## src/rtl/i2c_req_arbiter.sv

```systemverilog
// Round-robin share of one I2C_Controller between two 24-bit write requesters; decisions only on ctrl-clock ticks, requesters hold VALID until DONE.
// Define I2C_ARB_RETRY_EN to bound NACK retries at MAX_RETRY and report ERR; otherwise a NACKed write retries forever.
module i2c_req_arbiter #(
   parameter int CLK_DIV   = 270,
   parameter int MAX_RETRY = 3
) (
   input  logic        iCLK,
   input  logic        iRST,
   input  logic        iREQ0_VALID,
   input  logic [23:0] iREQ0_DATA,
   output logic        oREQ0_DONE,
   output logic        oREQ0_ERR,
   input  logic        iREQ1_VALID,
   input  logic [23:0] iREQ1_DATA,
   output logic        oREQ1_DONE,
   output logic        oREQ1_ERR,
   output logic        oI2C_CTRL_CLK,
   output logic [23:0] oI2C_DATA,
   output logic        oI2C_GO,
   input  logic        iI2C_END,
   input  logic        iI2C_ACK,
   output logic        oBUSY
);
   localparam int DivW = (CLK_DIV > 0) ? $clog2(CLK_DIV + 1) : 1;

   typedef enum logic [1:0] {IDLE, BUSY, RELEASE} stateT;

   stateT            state, stateNxt;
   logic [DivW-1:0]  divCnt;
   logic             divWrap, tick;
   logic             grant, grantNxt;
   logic             rrPtr, rrNxt;
   logic             nackSeen, nackNxt;
   logic [23:0]      dataNxt;
   logic             goNxt, doneNxt, errNxt;

`ifdef I2C_ARB_RETRY_EN
   localparam int RetryW = (MAX_RETRY > 0) ? $clog2(MAX_RETRY + 1) : 1;
   logic [RetryW-1:0] retryCnt, retryNxt;
   logic              giveUp, giveUpNxt;
`else
   logic unusedRetryCfg;
   assign unusedRetryCfg = (MAX_RETRY > 0);
   assign oREQ0_ERR = 1'b0;
   assign oREQ1_ERR = 1'b0;
`endif

   // tick marks the iCLK cycle in which the controller clock rises
   assign divWrap = (divCnt == DivW'(CLK_DIV));
   assign tick    = divWrap && !oI2C_CTRL_CLK;
   assign oBUSY   = (state != IDLE);

   always_comb begin
      stateNxt = state;
      grantNxt = grant;
      rrNxt    = rrPtr;
      nackNxt  = nackSeen;
      dataNxt  = oI2C_DATA;
      goNxt    = oI2C_GO;
      doneNxt  = 1'b0;
      errNxt   = 1'b0;
`ifdef I2C_ARB_RETRY_EN
      retryNxt  = retryCnt;
      giveUpNxt = giveUp;
`endif
      if (tick) begin
         case (state)
            IDLE: begin
               if (iREQ0_VALID || iREQ1_VALID) begin
                  grantNxt = (iREQ0_VALID && iREQ1_VALID) ? rrPtr : iREQ1_VALID;
                  dataNxt  = grantNxt ? iREQ1_DATA : iREQ0_DATA;
                  goNxt    = 1'b1;
                  stateNxt = BUSY;
`ifdef I2C_ARB_RETRY_EN
                  retryNxt = '0;
`endif
               end
            end
            BUSY: begin
               if (iI2C_END) begin
                  goNxt    = 1'b0;
                  nackNxt  = iI2C_ACK;
                  stateNxt = RELEASE;
`ifdef I2C_ARB_RETRY_EN
                  giveUpNxt = 1'b0;
                  if (iI2C_ACK) begin
                     if (retryCnt < RetryW'(MAX_RETRY)) retryNxt = retryCnt + 1'b1;
                     else giveUpNxt = 1'b1;
                  end
`endif
               end
            end
            RELEASE: begin
               // wait for the controller to drop END before finishing or re-issuing
               if (!iI2C_END) begin
                  if (!nackSeen) begin
                     doneNxt  = 1'b1;
                     rrNxt    = ~grant;
                     stateNxt = IDLE;
                  end
`ifdef I2C_ARB_RETRY_EN
                  else if (giveUp) begin
                     doneNxt  = 1'b1;
                     errNxt   = 1'b1;
                     stateNxt = IDLE;
                  end
`endif
                  else begin
                     goNxt    = 1'b1;
                     stateNxt = BUSY;
                  end
               end
            end
            default: stateNxt = IDLE;
         endcase
      end
   end

   always_ff @(posedge iCLK or posedge iRST) begin
      if (iRST) begin
         divCnt        <= '0;
         oI2C_CTRL_CLK <= 1'b0;
         state         <= IDLE;
         grant         <= 1'b0;
         rrPtr         <= 1'b0;
         nackSeen      <= 1'b0;
         oI2C_DATA     <= '0;
         oI2C_GO       <= 1'b0;
         oREQ0_DONE    <= 1'b0;
         oREQ1_DONE    <= 1'b0;
`ifdef I2C_ARB_RETRY_EN
         retryCnt      <= '0;
         giveUp        <= 1'b0;
         oREQ0_ERR     <= 1'b0;
         oREQ1_ERR     <= 1'b0;
`endif
      end else begin
         divCnt <= divWrap ? '0 : divCnt + 1'b1;
         if (divWrap) oI2C_CTRL_CLK <= ~oI2C_CTRL_CLK;
         state      <= stateNxt;
         grant      <= grantNxt;
         rrPtr      <= rrNxt;
         nackSeen   <= nackNxt;
         oI2C_DATA  <= dataNxt;
         oI2C_GO    <= goNxt;
         oREQ0_DONE <= doneNxt && !grant;
         oREQ1_DONE <= doneNxt && grant;
`ifdef I2C_ARB_RETRY_EN
         retryCnt   <= retryNxt;
         giveUp     <= giveUpNxt;
         oREQ0_ERR  <= errNxt && !grant;
         oREQ1_ERR  <= errNxt && grant;
`endif
      end
   end
endmodule

```

## config.mk

```make
export PLATFORM = sky130hd
export DESIGN_NAME = i2c_req_arbiter
export DESIGN_NICKNAME = d
export VERILOG_FILES = /design/src/rtl/i2c_req_arbiter.sv
export SDC_FILE = /design/constraint.sdc
export NUM_CORES = 1
export LEC_CHECK = 0
export BUFFER_PORTS_ARGS = -buffer_cell sky130_fd_sc_hd__clkbuf_2
export CAP_MARGIN = 30
export CORE_ASPECT_RATIO = 0.9
export CORE_MARGIN = 4
export CORE_UTILIZATION = 51
export DETAILED_ROUTE_END_ITERATION = 16
export PLACE_DENSITY = 0.84
export SLEW_MARGIN = 40
export SYNTH_ARGS = -nofsm -noshare
export SYNTH_HDL_FRONTEND = slang
export SYNTH_SLANG_ARGS = --single-unit
```

## constraint.sdc

```tcl
create_clock -name iCLK -period 4.4 [get_ports iCLK]
set_input_delay 1.32 -clock iCLK [delete_from_list [all_inputs] [get_ports iCLK]]
set_output_delay 1.32 -clock iCLK [all_outputs]
set_load 0.01 [all_outputs]
```

==> results_dict.tcl <==
set metrics [dict create \
    min_period_ps 2523 \
    tns_ps 0 \
    setup_viol 0 \
    place_congestion 0.8052 \
    hold_buffers 0 \
    grt_overflow 0 \
    cp.buffers_inverters 1 \
    postCtsSetupBuffers 0 \
    grt_first_pass_wirelength_um 7017 \
    synth_top_cell_area_share_pct 52.01 \
    grt_usage_pct 18.47 \
    antenna_found_initial 0 \
    fin_skew_ps 4.331 \
    period_share_pct 57.33 \
    synth_top_area_cell "dfrtp_1" \
    ir_worst_vdd_uv 154.9 \
    synth.most_common_cell "dfrtp_1" \
    cts.clk_slew.worst_paths_ps 70 \
    synth_seq_cells 42 \
    clockBufferDepth 2 \
    syn_area_per_cell_um2 10.69 \
    final_antenna_net_count 0 \
    synth_area_mm2 0.002021 \
    maxSlewViolCount 0 \
    wl_per_cell_um 14.11 \
    ys_warn_count 0 \
    synth_area_leaders "dfrtp_1 (52%), mux2i_1 (13%), a31oi_1 (8.0%)" \
    initial_core_util_pct 53.78 \
    fp.coreArea_mm2 0.003757 \
    grt_pass1_vias 1530 \
    cts_resized 0 \
    cts.htree.levels 2 \
    dieArea_mm2 0.005035 \
    cp.required_ps 3080 \
    status "finished clean" \
    synthCells 189 \
    crit_arrival_ps 1200 \
    crit_chain "or2_2, clkbuf_2" \
    min_path_type "flip-flop to flip-flop" \
    slowest_stage "dfrtp_1" \
    max_slew_margin_pct 60.51 \
    fp-row-count 21 \
    worstMarginPinSlew_ps 591.5 \
    die_y_um 67.72 \
    fmax_ghz 0.3964 \
    finalPower_mw 0.7381 \
    crit_path_max_incr_delay_ps 440 \
    cp_max_fo 7 \
    ys_seq_area_share_pct 52.01 \
    vias 1723 \
    drv_cap 0 \
    cts_tree "built" \
    io_buffers 82 \
    cts_root_buffer "clkbuf_8" \
    p_per_area_mw_per_mm2 284.1 \
    io_pins 85 \
    clkSinkCount 42 \
    place_hpwl_um 3342 \
    crit_type "flip-flop to primary output" \
    wl_um 4473 \
    dr.pass1.iters 6 \
    avgViaCountPerCell 5.435 \
    numCtsBuffers 5 \
    start_kind "flip-flop" \
    fin_nets 326 \
    crit_family "flip-flops" \
    ys.flop_type "dfrtp_1" \
    synth_edf_count 0 \
    syn2layout_area_growth_pct 28.54 \
    grt_max_degree 53 \
    endpoint_kind "primary output" \
    clk_latency_ps 290 \
    p_leak_nw 1.449 \
    async_reset_ff_share_pct 100.0 \
    drc_errors 0 \
    antenna_cells 0 \
    drt_iter0_drc 75 \
    synth.distinct_cells 33 \
    synth_top_cells_by_count "dfrtp_1 (42), a31oi_1 (26), mux2i_1 (26)" \
    rsz0062_at_grt "false" \
    drive_above_1_share_pct 38.01 \
    fp.dieW_um 74.35 \
    hold_viol_final 0 \
]
[worst paths after layout]
path | cells after the start | slack (ps) | endpoint | startpoint
setup / recovery | 2 | 1880 | oBUSY | state[0]
hold / removal | 1 | 490 | divCnt[8] | divCnt[8]
setup reg to reg | 7 | 2010 | nackSeen | divCnt[0]
hold reg to reg | 1 | 490 | divCnt[8] | divCnt[8]
max in group asynchronous | 3 | 2790 | oREQ0_DONE | iRST
min in group asynchronous | 2 | 1070 | oI2C_DATA[21] | iRST
[routing by layer]
| layer | GRT usage (%) | share of wire, % | vias to the layer above |
|---|---|---|---|
| li1 | - | - | 853 |
| met1 | 24.03 | 43 | 801 |
| met2 | 29.09 | 48 | 61 |
| met3 | 4.315 | 7.9 | 8 |
| met4 | 8.889 | 1.9 | 0 |
| met5 | 0 | 0 | - |
[registers in the layout, indices dropped and copies added, names as in the netlist]
signal	count
divCnt	9
grant	1
nackSeen	1
oI2C_CTRL_CLK	1
oI2C_DATA	24
oI2C_GO	1
oREQ0_DONE	1
oREQ1_DONE	1
rrPtr	1
state	2
[cells by family after synthesis]
family / Yosys count / synth area share [%]
muxes: 28 / 13.99
DFF: 42 / 52.01
other: 1 / 0.1856
and+or+nand+nor: 32 / 8.917
buffers and inverters: 20 / 4.272
xor gates and xnor gates: 7 / 3.034
AOI/OAI and AO/OA: 57 / 16.35
adders and majority gates: 2 / 1.238
[cell type report]
class                      count  area, um2
clock inverter                 3      40.04
timing repair buffer          87      455.4
sequential                    42       1051
fill                         294       1160
multi-input combinational    128      902.1
tap                           46      57.56
clock buffer                   5      68.82
inverter                       6      22.52
[where the power goes]
group / switching (mW) / internal, mW
clock: 0.129 / 0.167
combinational: 0.0268 / 0.0302
sequential: 0 / 0.386
total: 0.155 / 0.583
[metrics by stage]
stage | setup slack [ps] | hold WS [ps] | std cells | utilization [%] | cell area [um2]
6_report | 1877 | 491.7 | 317 | 69.13 | 2597
5_1_grt | 1834 | 524.2 | 317 | 69.13 | 2597
4_1_cts | 1875 | 487.3 | 317 | 69.13 | 2597
3_5_place_dp | 1663 | 476.4 | 309 | 66.23 | 2489
3_3_place_gp | 1634 | 471.8 | 308 | 65.83 | 2474
2_1_floorplan | 1818 | 450.7 | 190 | - | 2024
[placed cells by master (no fill, tap or decap), types with 2 or more instances in the layout]
cell type,count
a21oi_1,24
a31oi_1,26
and2_1,3
buf_4,4
clkbuf_2,82
clkbuf_8,5
clkinv_2,2
conb_1,2
dfrtp_1,42
ha_1,2
inv_1,5
mux2i_1,26
nand2_1,7
nand4_1,3
nor2_1,10
o21ai_0,2
xnor2_1,3
xor2_1,4
No activity file was read; power rests on OpenSTA's default activity.
